[config.mk]
export PLATFORM = sky130hd
export DESIGN_NAME = quad_gate_tester
export DESIGN_NICKNAME = d
export VERILOG_FILES = /design/src/rtl/quad_gate_tester_pkg.sv /design/src/rtl/quad_gate_tester_vector_gen.sv /design/src/rtl/quad_gate_tester.sv
export SDC_FILE = /design/constraint.sdc
export NUM_CORES = 1
export LEC_CHECK = 0
export CAP_MARGIN = 5
export CORE_MARGIN = 3
export CORE_UTILIZATION = 40
export CTS_CLUSTER_SIZE = 12
export DETAILED_ROUTE_END_ITERATION = 16
export PLACE_DENSITY = 0.7
export SYNTH_ARGS = -nofsm -noshare
export SYNTH_HDL_FRONTEND = slang
export SYNTH_SLANG_ARGS = --single-unit
export TNS_END_PERCENT = 100
[constraint.sdc]
create_clock -name clk -period 2.13 [get_ports clk]
set_input_delay 0.213 -clock clk [delete_from_list [all_inputs] [get_ports clk]]
set_output_delay 0.213 -clock clk [all_outputs]
set_load 0.05 [all_outputs]
[src/rtl/quad_gate_tester_pkg.sv]
// Shared types and constants for the quad 2-input gate self-test sequencer.
package quad_gate_tester_pkg;

  typedef enum logic [1:0] {
    ST_IDLE,
    ST_DRIVE,
    ST_SAMPLE,
    ST_DONE
  } state_t;

  localparam int unsigned NUM_STEPS = 8;
  localparam int unsigned NUM_GATES = 4;

  // Expected Y indexed by {a,b}.
  localparam logic [3:0] TT_NAND = 4'b0111;
  localparam logic [3:0] TT_NOR  = 4'b0001;
  localparam logic [3:0] TT_AND  = 4'b1000;
  localparam logic [3:0] TT_OR   = 4'b1110;
  localparam logic [3:0] TT_XOR  = 4'b0110;

endpackage

[src/rtl/quad_gate_tester_vector_gen.sv]
// Stimulus program: steps 0..3 give every gate v=step, steps 4..7 rotate v=(step+g) mod 4.
module gate_vector_gen
  import quad_gate_tester_pkg::*;
(
  input  logic [2:0] i_step,
  output logic [3:0] o_a,
  output logic [3:0] o_b
);

  logic [1:0] w_v;

  always_comb begin
    o_a = '0;
    o_b = '0;
    w_v = '0;
    for (int unsigned g = 0; g < NUM_GATES; g++) begin
      w_v    = i_step[1:0] + (i_step[2] ? 2'(g) : 2'd0);
      o_a[g] = w_v[1];
      o_b[g] = w_v[0];
    end
  end

endmodule

[src/rtl/quad_gate_tester.sv]
// Drives an 8-step vector program into a quad 2-input gate part and checks
// each sampled Y against the TRUTH table, reporting per-gate failures.
module quad_gate_tester
  import quad_gate_tester_pkg::*;
#(
  parameter logic [3:0]  TRUTH  = TT_NOR,
  parameter int unsigned SETTLE = 2
) (
  input  logic       clk,
  input  logic       reset,
  input  logic       start,
  output logic [3:0] a_out,
  output logic [3:0] b_out,
  input  logic [3:0] y_in,
  output logic       busy,
  output logic       done,
  output logic       pass,
  output logic [3:0] fail_mask,
  output logic [2:0] fail_step
);

  if (SETTLE < 1) begin : g_bad_settle
    $error("quad_gate_tester: SETTLE must be >= 1");
  end

  localparam int unsigned CW = (SETTLE < 1) ? 1 : $clog2(SETTLE + 1);
  localparam logic [CW-1:0] SETTLE_LAST = CW'(SETTLE - 1);
  localparam logic [2:0] LAST_STEP = 3'(NUM_STEPS - 1);

  state_t        r_state;
  state_t        w_next;
  logic [2:0]    r_step;
  logic [CW-1:0] r_settle;
  logic          r_pass;
  logic [3:0]    r_fail_mask;
  logic [2:0]    r_fail_step;

  logic [3:0]    w_vec_a;
  logic [3:0]    w_vec_b;
  logic [3:0]    w_exp;
  logic [3:0]    w_mism;
  logic [3:0]    w_mask_next;
  logic          w_drive;
  logic          w_settled;

  gate_vector_gen u_vec (
    .i_step (r_step),
    .o_a    (w_vec_a),
    .o_b    (w_vec_b)
  );

  assign w_drive   = (r_state == ST_DRIVE) || (r_state == ST_SAMPLE);
  assign w_settled = (r_settle == SETTLE_LAST);

  always_comb begin
    w_exp = '0;
    for (int unsigned g = 0; g < NUM_GATES; g++) begin
      w_exp[g] = TRUTH[{w_vec_a[g], w_vec_b[g]}];
    end
  end

  assign w_mism      = w_exp ^ y_in;
  assign w_mask_next = r_fail_mask | w_mism;

  always_comb begin
    w_next = r_state;
    unique case (r_state)
      ST_IDLE:   if (start) w_next = ST_DRIVE;
      ST_DRIVE:  if (w_settled) w_next = ST_SAMPLE;
      ST_SAMPLE: w_next = (r_step == LAST_STEP) ? ST_DONE : ST_DRIVE;
      ST_DONE:   w_next = ST_IDLE;
      default:   w_next = ST_IDLE;
    endcase
  end

  always_ff @(posedge clk) begin
    if (reset) begin
      r_state     <= ST_IDLE;
      r_step      <= '0;
      r_settle    <= '0;
      r_pass      <= 1'b0;
      r_fail_mask <= '0;
      r_fail_step <= '0;
    end else begin
      r_state <= w_next;
      unique case (r_state)
        ST_IDLE: begin
          if (start) begin
            r_step      <= '0;
            r_settle    <= '0;
            r_pass      <= 1'b0;
            r_fail_mask <= '0;
            r_fail_step <= '0;
          end
        end
        ST_DRIVE: r_settle <= w_settled ? '0 : r_settle + CW'(1);
        ST_SAMPLE: begin
          r_fail_mask <= w_mask_next;
          if ((r_fail_mask == '0) && (w_mism != '0)) r_fail_step <= r_step;
          // pass is resolved on the last sample so it is already valid alongside done.
          if (r_step == LAST_STEP) r_pass <= (w_mask_next == '0);
          else                     r_step <= r_step + 3'd1;
        end
        ST_DONE: r_step <= '0;
        default: r_step <= '0;
      endcase
    end
  end

  assign a_out     = w_drive ? w_vec_a : '0;
  assign b_out     = w_drive ? w_vec_b : '0;
  assign busy      = w_drive;
  assign done      = (r_state == ST_DONE);
  assign pass      = r_pass;
  assign fail_mask = r_fail_mask;
  assign fail_step = r_fail_step;

endmodule

# Yosys cells after proc, flatten, opt, wreduce, memory -nomap -nowiden
# Index checks and enable logic that the tools add are counted.
dict set report classes {
  add_sub_neg 5
  magnitude_cmp 4
  n_eq_ne 10
  n_mux 30
  bitwise_logic 2
  n_reduce_logical 15
}
# cell count
set ops {}
lappend ops {{$mux W2} 7}
lappend ops {{$lt A2 B3 Y1 const B} 4}
lappend ops {{$mux W4} 3}
lappend ops {{$mux W3} 3}
lappend ops {{$pmux W3 S3} 1}
lappend ops {{$reduce_and A3 Y1} 3}
lappend ops {{$bmux W1 S2} 4}
lappend ops {{$logic_not A4 Y1} 2}
lappend ops {{$pmux W2 S4} 1}
lappend ops {{$pmux W4 S2} 1}
lappend ops {{$mux W1} 7}
lappend ops {{$add A2 B2 Y2} 3}
lappend ops {{$ne A2 B2 Y1 const B} 3}
lappend ops {{$pmux W3 S2} 1}
lappend ops {{$reduce_and A2 Y1} 3}
lappend ops {{$eq A2 B1 Y1 const B} 2}
lappend ops {{$eq A2 B2 Y1 const B} 2}
lappend ops {{$ne A2 B1 Y1 const B} 2}
lappend ops {{$or A4 B4 Y4} 1}
lappend ops {{$pmux W2 S2} 1}
lappend ops {{$reduce_bool A2 Y1} 2}
lappend ops {{$reduce_bool A4 Y1} 1}
lappend ops {{$xor A4 B4 Y4} 1}
lappend ops {{$add A3 B1 Y3 const B} 1}
lappend ops {{other kinds (7)} 7}
dict set report totals {
  register_bits 15
  input_bits 7
  output_inout_bits 18
  elab_cells 72
}

# Logic depth before layout (Yosys ltp)
# Gate-level depths: netlist of the first run.
dict set report depth {
  ltp_word 9
  mapped_depth 8
  depth_no_buf 7
}

# Hierarchy
# Synthesis of the first run repeated with hierarchy kept, for this count alone.
dict set report hier_totals {
  cells_unflattened 111
  hier_area_um2 933.4
}
# module instances cells_each area_each_um2 seq_area_each_um2
set modules_own_cells {}
lappend modules_own_cells {quad_gate_tester 1 103 849.6 300.3}
lappend modules_own_cells {gate_vector_gen 1 8 83.8 0.0}

# Worst setup path before layout of the first run
# No wires, ideal clock.
dict set report synth_path {
  path_kind {register to output}
  startpoint {reg r_state[0]}
  endpoint {out b_out[2]}
  t_arrival_ns 1.857
  required_ns 1.917
  slack_ns 0.060
  stages_incl_launch_ff 5
  path_buffers 1
  cell_sequence {dfxtp_1 -> inv_1 -> ha_1 -> and2_1 -> buf_4}
}
dict set report synth_between {
  elab_chain_cells 3
  word_cells_on_any_way 4
  classes_between {eq/ne: 2; mux: 1; reduce/logical: 1}
}
# item line
set synth_rtl {}
lappend synth_rtl {{start, declared} quad_gate_tester.sv:30} ;# state_t r_state;
lappend synth_rtl {{start signal, assigned} quad_gate_tester.sv:85} ;# r_state <= w_next;
lappend synth_rtl {{$eq A2 B1 Y1 / $eq A2 B2 Y1 (equally long branches)} quad_gate_tester.sv:52} ;# assign w_drive = (r_state == ST_DRIVE) || (r_state == ST_SAMPLE);
lappend synth_rtl {{$logic_or A1 B1 Y1 *} quad_gate_tester.sv:52}
lappend synth_rtl {{net busy} quad_gate_tester.sv:15} ;# output logic busy,
lappend synth_rtl {{$mux W4 *} quad_gate_tester.sv:111} ;# assign b_out = w_drive ? w_vec_b : '0;
lappend synth_rtl {{end, declared} quad_gate_tester.sv:13} ;# output logic [3:0] b_out,
# Mark *: on every way through the listed nets, which the timed path passes. The rest lies on a longest branch.

# Worst setup path in the final report of the first run
dict set report layout_path {
  startpoint {reg r_step[1]}
  endpoint {reg r_fail_step[1], in the netlist fail_step[1]}
}
dict set report layout_between {
  elab_chain_cells 8
  word_cells_on_any_way 18
  classes_between {add/sub: 3; eq/ne: 1; mux: 10; bitwise: 1; reduce/logical: 3}
}
# item line
set layout_rtl {}
lappend layout_rtl {{start, declared} quad_gate_tester.sv:32} ;# logic [2:0] r_step;
lappend layout_rtl {{start signal, assigned} quad_gate_tester.sv:102} ;# else r_step <= r_step + 3'd1;
lappend layout_rtl {{$add A2 B2 Y2} quad_gate_tester_vector_gen.sv:17} ;# w_v = i_step[1:0] + (i_step[2] ? 2'(g) : 2'd0);
lappend layout_rtl {{$bmux W1 S2} quad_gate_tester.sv:58} ;# w_exp[g] = TRUTH[{w_vec_a[g], w_vec_b[g]}];
lappend layout_rtl {{$mux W1 (not written as such)} quad_gate_tester.sv:58}
lappend layout_rtl {{$xor A4 B4 Y4} quad_gate_tester.sv:62} ;# assign w_mism = w_exp ^ y_in;
lappend layout_rtl {{$reduce_bool A4 Y1} quad_gate_tester.sv:99} ;# if ((r_fail_mask == '0) && (w_mism != '0)) r_fail_step <= r_step;
lappend layout_rtl {{$logic_and A1 B1 Y1} quad_gate_tester.sv:99}
lappend layout_rtl {{$ne A2 B1 Y1 (no line)} n/a}
lappend layout_rtl {{$reduce_and A3 Y1 (no line)} n/a}
lappend layout_rtl {{end signal, assigned} quad_gate_tester.sv:99}
lappend layout_rtl {{end, declared} quad_gate_tester.sv:36} ;# logic [2:0] r_fail_step;
# Several ways; a longest one is shown, not always the timed one. The select of a mux whose other input is x is not followed.
# A chain may end at the register's enable or synchronous reset.

==> impl_metrics.tcl, run 1 <==
set metrics [dict create \
    cts_tree "built" \
    start_kind "flip-flop" \
    grt_start_max_net_pins 11 \
    drt_iter0_markers 14 \
    synth_edf_count 0 \
    swShare 0.458 \
    grtUsageTotal 0.162 \
    yosysWarnings 0 \
    skew_ns 0.00448 \
    syn2layout_area_growth_pct 27.9 \
    fin_crit_sh 0.924 \
    die_w_um 54.6 \
    crit_type "flip-flop to flip-flop" \
    vias 844 \
    fin_setup_tns_ns 0 \
    max_slew_margin 0.610 \
    p_leak_nw 0.508 \
    syn_avg_cell_area_sq_um 8.58 \
    syn_nets 125 \
    ctsHoldBuffers 0 \
    required_ns 2.31 \
    period_minus_slack_ns 1.97 \
    syn_inst 110 \
    dpl.hpwl_mm 1.70 \
    boundaryPins 25 \
    cts_buffers 3 \
    routedWlPerCell_um 13.1 \
    grt_pass1_wl_mm 3.51 \
    pwr-share-clk 0.156 \
    synth-main-ff-cell "dfxtp_1" \
    viasPerCell 5.24 \
    async_flop_share 0 \
    tightest_slew_ns 0.585 \
    start_util 0.449 \
    final_layout_size_suffix_gt1_frac 0.142 \
    crit_arrival_ns 2.15 \
    gp_congestion 0.770 \
    stdcell_area_sq_mm 0.00121 \
    drv_cap 0 \
    core_sq_mm 0.00210 \
    io_buffers 24 \
    ys_types 36 \
    cp_max_fo 8 \
    setup_viol_count_final 0 \
    rrSetupSlack_ns 0.16 \
    syn_area_sq_um 943 \
    p_switching_w 0.000486 \
    endpoint_kind "flip-flop" \
    first_pass_iters 4 \
    fin_nets 150 \
    grt_overflow 0 \
    post-cts-setup-buffers 0 \
    row_count 16 \
    grt_setup_unrepaired "no" \
    finalHoldViolations 0 \
    status "complete, no violations" \
    route.detailed.drc 0 \
    hp-class "flip-flop to flip-flop" \
    intPower_w 0.000575 \
    cts-root-buf "clkbuf_4" \
    htree_levels 1 \
    fp.dieH_um 54.6 \
    slew_violations 0 \
    grt_pass1_vias 799 \
    power_density_mw_per_mm2 879 \
    yosysSeqAreaShare 0.318 \
    post_cts_resized 0 \
    ant_nets 0 \
    layout_common_cells "dfxtp_1 (15), clkdlybuf4s50_1 (15), nor2_1 (12)" \
    fmax_ghz 0.508 \
    clk_path_buf_depth 2 \
    p_comb_frac 0.523 \
    die-area_sq_mm 0.00298 \
    antenna_found_initial 0 \
    place_area_sq_mm 0.00118 \
    diodes 0 \
    synth_seq_cells 15 \
    ir_drop_mv 0.476 \
    clk_latency_ns 0.28 \
    fillers 197 \
    clk_pin_slew_ns 0.09 \
    seq_power_share 0.322 \
    clock_sinks 15 \
    drt-total-wl_mm 2.10 \
]
[Yosys cell counts, types with 2 or more instances]
cell type  instances  share of area
xor2_1             3          0.028
and2_1             4          0.027
nor2_1            12          0.048
a22oi_1            2          0.016
o21a_1             2          0.016
nor3_1             3          0.016
a22o_1             3          0.028
nor2b_1            2          0.013
nand3_1            3          0.016
dfxtp_1           15           0.32
ha_1               8           0.11
buf_4              3          0.024
a21oi_1            9          0.048
nand2b_1           3          0.020
o21ai_0            2          0.011
or3_1              4          0.027
inv_1              5          0.020
and2_2             2          0.016
o21ai_1            2          0.011
nand2_1            7          0.028
[cells by family after synthesis]
kind of cell    Yosys count  share of synthesized area
mux                       1                     0.0106
xor+xnor                  5                     0.0703
buf+inv                  11                     0.0650
compound gates           26                      0.184
flops                    15                      0.318
fa+ha+maj                 8                      0.106
simple gates             44                      0.245
[power by group through the flow]
| stage | combinational (W) | sequential (W) | clock [W] |
|---|---|---|---|
| finish | 0.000554 | 0.000341 | 0.000165 |
| global route | 0.000614 | 0.000346 | 0.000180 |
| CTS | 0.000551 | 0.000342 | 0.000172 |
| detailed placement | 0.000548 | 0.000348 | 0 |
| global placement | 0.000546 | 0.000345 | 0 |
| floorplan | 0.000411 | 0.000358 | 0 |
[critical path, cell delays in order (launching register included)]
cell and delay [ns]:
dfxtp_1 0.50, xor3_1 0.50, nor2_1 0.17, xor2_2 0.12, o311a_1 0.38, a22o_1 0.19
[state kept, by name, summed over array words and instances, names as in the netlist]
register / flops
r_step: 3
r_state: 2
fail_step: 3
r_settle: 2
fail_mask: 4
pass: 1
[final cells by class]
cell class              instances  area [sq um]  share of cell area
multi-input cells              84           582               0.482
flip-flops and latches         15           300               0.249
repair buffers                 26           245               0.203
well taps                      27          33.8              0.0280
clock buffers                   4          26.3              0.0218
inverters                       5          18.8              0.0156
[path summary, 6_finish.rpt]
| kind | start | endpoint | cells after the start |
|---|---|---|---|
| worst min register to register | r_settle[1] | r_settle[1] | 1 |
| worst min-delay path | r_settle[1] | r_settle[1] | 1 |
| worst max register to register | r_step[1] | fail_step[1] | 5 |
| worst max-delay path | r_step[1] | fail_step[1] | 5 |
[layer usage]
| layer | vias up | routed length, um | GRT usage |
|---|---|---|---|
| met5 | - | 0 | 0 |
| met4 | 0 | 35 | 0.0747 |
| met3 | 4 | 85 | 0.0218 |
| met2 | 20 | 990 | 0.275 |
| met1 | 390 | 993 | 0.202 |
| li1 | 430 | - | - |
[stage by stage]
step | hold WS (ns) | cells | setup slack, ns | util | total power [W]
final | 0.473 | 161 | 0.162 | 0.574 | 0.00106
after global routing | 0.505 | 161 | 0.0400 | 0.574 | 0.00114
after CTS | 0.479 | 161 | 0.147 | 0.574 | 0.00106
after detailed placement | 0.463 | 157 | 0.154 | 0.561 | 0.000896
after global placement | 0.460 | 157 | 0.246 | 0.561 | 0.000891
after floorplan | 0.371 | 110 | 0.0599 | - | 0.000769
Power figures use the tool's default switching activity.
==> run 2: changes to the inputs <==
- ABC_CLOCK_PERIOD_IN_PS: not set -> 2130
- DONT_BUFFER_PORTS: not set -> 1
- PLACE_DENSITY: 0.7 -> 0.56
==> run 2 against run 1 <==
Via count down 8.8%. Maximum frequency up 1.8%. Non-clock buffer count down 14. Clock-buffer cell count down 1. Die area unchanged. Clock skew down 0.0014 ns. Wire length down 3.6%.
==> impl_metrics.tcl, run 2 (same netlist as run 1, synthesis figures left out) <==
set metrics [dict create \
    status "complete, no violations" \
    endpoint_kind "flip-flop" \
    die_w_um 54.6 \
    core_sq_mm 0.00210 \
    max_slew_margin 0.635 \
    boundaryPins 25 \
    cp_max_fo 8 \
    fp.dieH_um 54.6 \
    grt_pass1_wl_mm 3.47 \
    routedWlPerCell_um 13.8 \
    clock_sinks 15 \
    layout_common_cells "dfxtp_1 (15), nor2_1 (12), buf_4 (10)" \
    start_util 0.449 \
    ir_drop_mv 0.757 \
    tightest_slew_ns 0.542 \
    antenna_found_initial 0 \
    drt-total-wl_mm 2.03 \
    cts_tree "built" \
    viasPerCell 5.24 \
    ff_latch_area_sq_um 300 \
    slew_violations 0 \
    fin_crit_sh 0.907 \
    fin_nets 136 \
    ctsHoldBuffers 1 \
    grt_start_max_net_pins 10 \
    fmax_ghz 0.517 \
    route.detailed.drc 0 \
    die-area_sq_mm 0.00298 \
    grt_setup_unrepaired "no" \
    diodes 0 \
    crit_type "flip-flop to flip-flop" \
    final_common_cell "dfxtp_1" \
    finalHoldViolations 0 \
    post-cts-setup-buffers 0 \
    vias 770 \
    row_count 16 \
    crit_arrival_ns 2.11 \
    skew_ns 0.00304 \
    drt_iter0_markers 10 \
    drv_cap 0 \
    grtUsageTotal 0.163 \
    power_density_mw_per_mm2 973 \
    fin_setup_tns_ns 0 \
    grt_pass1_vias 758 \
    dpl.hpwl_mm 1.61 \
    first_pass_iters 4 \
    setup_viol_count_final 0 \
    gp_congestion 0.752 \
    syn2layout_area_growth_pct 13.1 \
    hp-class "input port to flip-flop" \
    clk_pin_slew_ns 0.09 \
    required_ns 2.31 \
    fin_hold_ws_ns 0.0300 \
    p_leak_nw 0.462 \
    post_cts_resized 0 \
    clk_latency_ns 0.28 \
    cts-root-buf "clkbuf_4" \
    htree_levels 1 \
    period_minus_slack_ns 1.93 \
    start_kind "flip-flop" \
    ant_nets 0 \
    io_buffers 0 \
    final_layout_size_suffix_gt1_frac 0.167 \
    cts_buffers 3 \
    multi_input_area_sq_um 582 \
    fillers 227 \
    largest_reg_flops 4 \
    grt_overflow 0 \
    clk_path_buf_depth 2 \
]
==> run 2: changes by cell type in the layout (fill, tap and decap cells not counted) <==
cell | before | now
clkbuf_1 | 1 | 0
clkdlybuf4s50_1 | 15 | 0
clkinv_2 | 0 | 1
dlygate4sd3_1 | 0 | 1
==> run 2: power breakdown <==
group / switching [W] / total [W] / internal (W)
clock network: 0.0000944 / 0.000164 / 0.0000697
logic: 0.000355 / 0.000535 / 0.000180
registers: 0.0000299 / 0.000340 / 0.000310
==> run 2: cell type report <==
cell class / instances / share of cell area
multi-input cells: 84 / 0.545
flip-flops and latches: 15 / 0.281
repair buffers: 12 / 0.0985
well taps: 27 / 0.0317
clock buffers: 3 / 0.0211
inverters: 5 / 0.0176
clock inverters: 1 / 0.00469
==> run 2: worst paths after layout <==
path                     from            to  slack, ns  cells past startpoint
hold / removal          reset          pass       0.03                      1
setup / recovery    r_step[1]  fail_step[2]       0.20                      5
setup reg to reg    r_step[1]  fail_step[2]       0.20                      5
hold reg to reg   r_settle[1]   r_settle[1]       0.48                      1
==> run 2: stage by stage <==
step / total power, W / area (sq um) / setup slack, ns / util / std cells
after floorplan: 0.000769 / 943 / 0.0599 / - / 110
after global placement: 0.000874 / 1030 / 0.249 / 0.490 / 142
after detailed placement: 0.000881 / 1030 / 0.181 / 0.490 / 142
after CTS: 0.00105 / 1070 / 0.170 / 0.508 / 147
after global routing: 0.00113 / 1070 / 0.0486 / 0.508 / 147
final: 0.00104 / 1070 / 0.197 / 0.508 / 147
==> run 2: per-layer routing <==
layer  wire length (um)  track usage  part of all wire
met5                  0            0                 0
met4                 12       0.0249            0.0059
met1                921        0.199              0.45
met2               1000        0.283              0.49
met3                 89       0.0518             0.044
==> run 2: critical path, cell delays in order (launching register included) <==
cell,delay (ns)
dfxtp_1,0.49
xor3_1,0.48
nor2_1,0.17
xor2_2,0.13
o311a_1,0.38
a22o_1,0.19
==> run 3: changes to the inputs <==
- GPL_TIMING_DRIVEN: not set -> 0
==> run 3 against run 2 <==
Cell area decreased by 4.2%. Critical endpoint is now b_out[2]. Clock power about the same. Combinational power increased by 0.7%. Wire length decreased by 5.6%. Maximum frequency decreased by 0.19%. Highest routed layer unchanged. Register-to-register slack about the same. Hold slack improved by 0.048 ns. Die area unchanged. Sequential power increased by 6.5%. Worst setup slack got worse by 0.0038 ns. Sequential share of layout area increased by 1.2 points. Clock-buffer cell count unchanged.
==> impl_metrics.tcl, run 3 (same netlist as run 1, synthesis figures left out) <==
set metrics [dict create \
    antenna_found_initial 0 \
    gp_congestion 0.674 \
    rrSetupSlack_ns 0.20 \
    grt_use_met1 0.194 \
    post-cts-setup-buffers 0 \
    p_leak_nw 0.428 \
    htree_levels 1 \
    row_count 16 \
    die-area_sq_mm 0.00298 \
    fin_util 0.486 \
    start_kind "flip-flop" \
    first_pass_iters 4 \
    ir_drop_mv 0.449 \
    top_usage_layer "met2" \
    ant_nets 0 \
    diodes 0 \
    skew_ns 0.00467 \
    io_buffers 0 \
    syn2layout_area_growth_pct 8.36 \
    die_w_um 54.6 \
    dpl.hpwl_mm 1.54 \
    grt_use_met3 0.0409 \
    start_util 0.449 \
    cts_tree "built" \
    endpoint_kind "output pin" \
    hp-class "input port to flip-flop" \
    grt_pass1_vias 741 \
    grt_overflow 0 \
    cts-root-buf "clkbuf_4" \
    tightest_slew_ns 0.559 \
    period_minus_slack_ns 1.94 \
    fin_crit_sh 0.909 \
    final_layout_size_suffix_gt1_frac 0.149 \
    crit_type "flip-flop to output pin" \
    route.detailed.drc 0 \
    slew_violations 0 \
    met2_usage 0.251 \
    power_density_mw_per_mm2 1040 \
    status "complete, no violations" \
    setup_viol_count_final 0 \
    clock_sinks 15 \
    core_sq_mm 0.00210 \
    fmax_ghz 0.516 \
    largest_reg_flops 4 \
    clk_pin_slew_ns 0.09 \
    cts_buffers 3 \
    final_common_cell "dfxtp_1" \
    routedWlPerCell_um 13.6 \
    fin_nets 130 \
    viasPerCell 5.50 \
    drt_iter0_markers 20 \
    boundaryPins 25 \
    fp.dieH_um 54.6 \
    crit_arrival_ns 1.72 \
    drv_cap 0 \
    required_ns 1.92 \
    grt_start_max_net_pins 11 \
    drt-total-wl_mm 1.91 \
    grtUsageTotal 0.153 \
    max_slew_margin 0.627 \
    grt_setup_unrepaired "no" \
    finalHoldViolations 0 \
    layout_common_cells "dfxtp_1 (15), nor2_1 (12), a21oi_1 (9)" \
    clk_path_buf_depth 2 \
    fin_setup_tns_ns 0 \
    vias 775 \
    clk_latency_ns 0.28 \
    grt_pass1_wl_mm 3.28 \
    cp_max_fo 7 \
]
run 3: path summary, 6_finish.rpt:
kind                             startpoint           end  cells after the start
worst max-delay path             r_state[0]      b_out[2]                      4
worst min register to register  r_settle[1]   r_settle[1]                      1
worst min-delay path                  reset  fail_mask[2]                      2
worst max register to register    r_step[2]  fail_step[2]                      6
run 3: through the flow:
stage	cells	instance area, sq um	setup WS [ns]	power [W]	hold slack [ns]
after global routing	141	1020	0.0195	0.00115	0.0760
after floorplan	110	943	0.0599	0.000769	0.371
after CTS	141	1010	-0.0748	0.00103	0.0723
after global placement	137	977	-0.0735	0.000849	0.374
final	141	1020	0.193	0.00106	0.0778
after detailed placement	137	977	-0.0788	0.000858	0.379
run 3: final cells by class:
type | count | area [sq um]
Sequential cell | 15 | 300
Fill cell | 222 | 1080
Inverter | 5 | 18.8
Clock buffer | 3 | 22.5
Clock inverter | 1 | 5.00
Buffer | 6 | 42.5
Tap cell | 27 | 33.8
Multi-Input combinational cell | 84 | 599
run 3: critical path: stages (launching register included):
cell	delay (ns)
dfxtp_1	0.41
inv_1	0.11
ha_4	0.40
and2_4	0.28
buf_4	0.23
run 3: repair_timing:
action                                  4_1_cts  5_1_grt
endpoints found under the setup margin        6        4
gates resized for setup                       3        3
pin swaps                                     0        0
hold buffers                                  0        0
endpoints found under the hold margin         0        0
run 3: where the power goes:
part           leakage, nW  total [W]  switching [W]  internal, W
clock network       0.0177   0.000162      0.0000920    0.0000697
logic                0.289   0.000539       0.000339     0.000200
registers            0.121   0.000362      0.0000518     0.000310
total                0.428    0.00106       0.000483     0.000579
run 3: per-layer routing:
layer	part of all wire	wire [um]
met4	0.0068	13
met3	0.058	111
met2	0.48	924
met5	0	0
met1	0.45	864
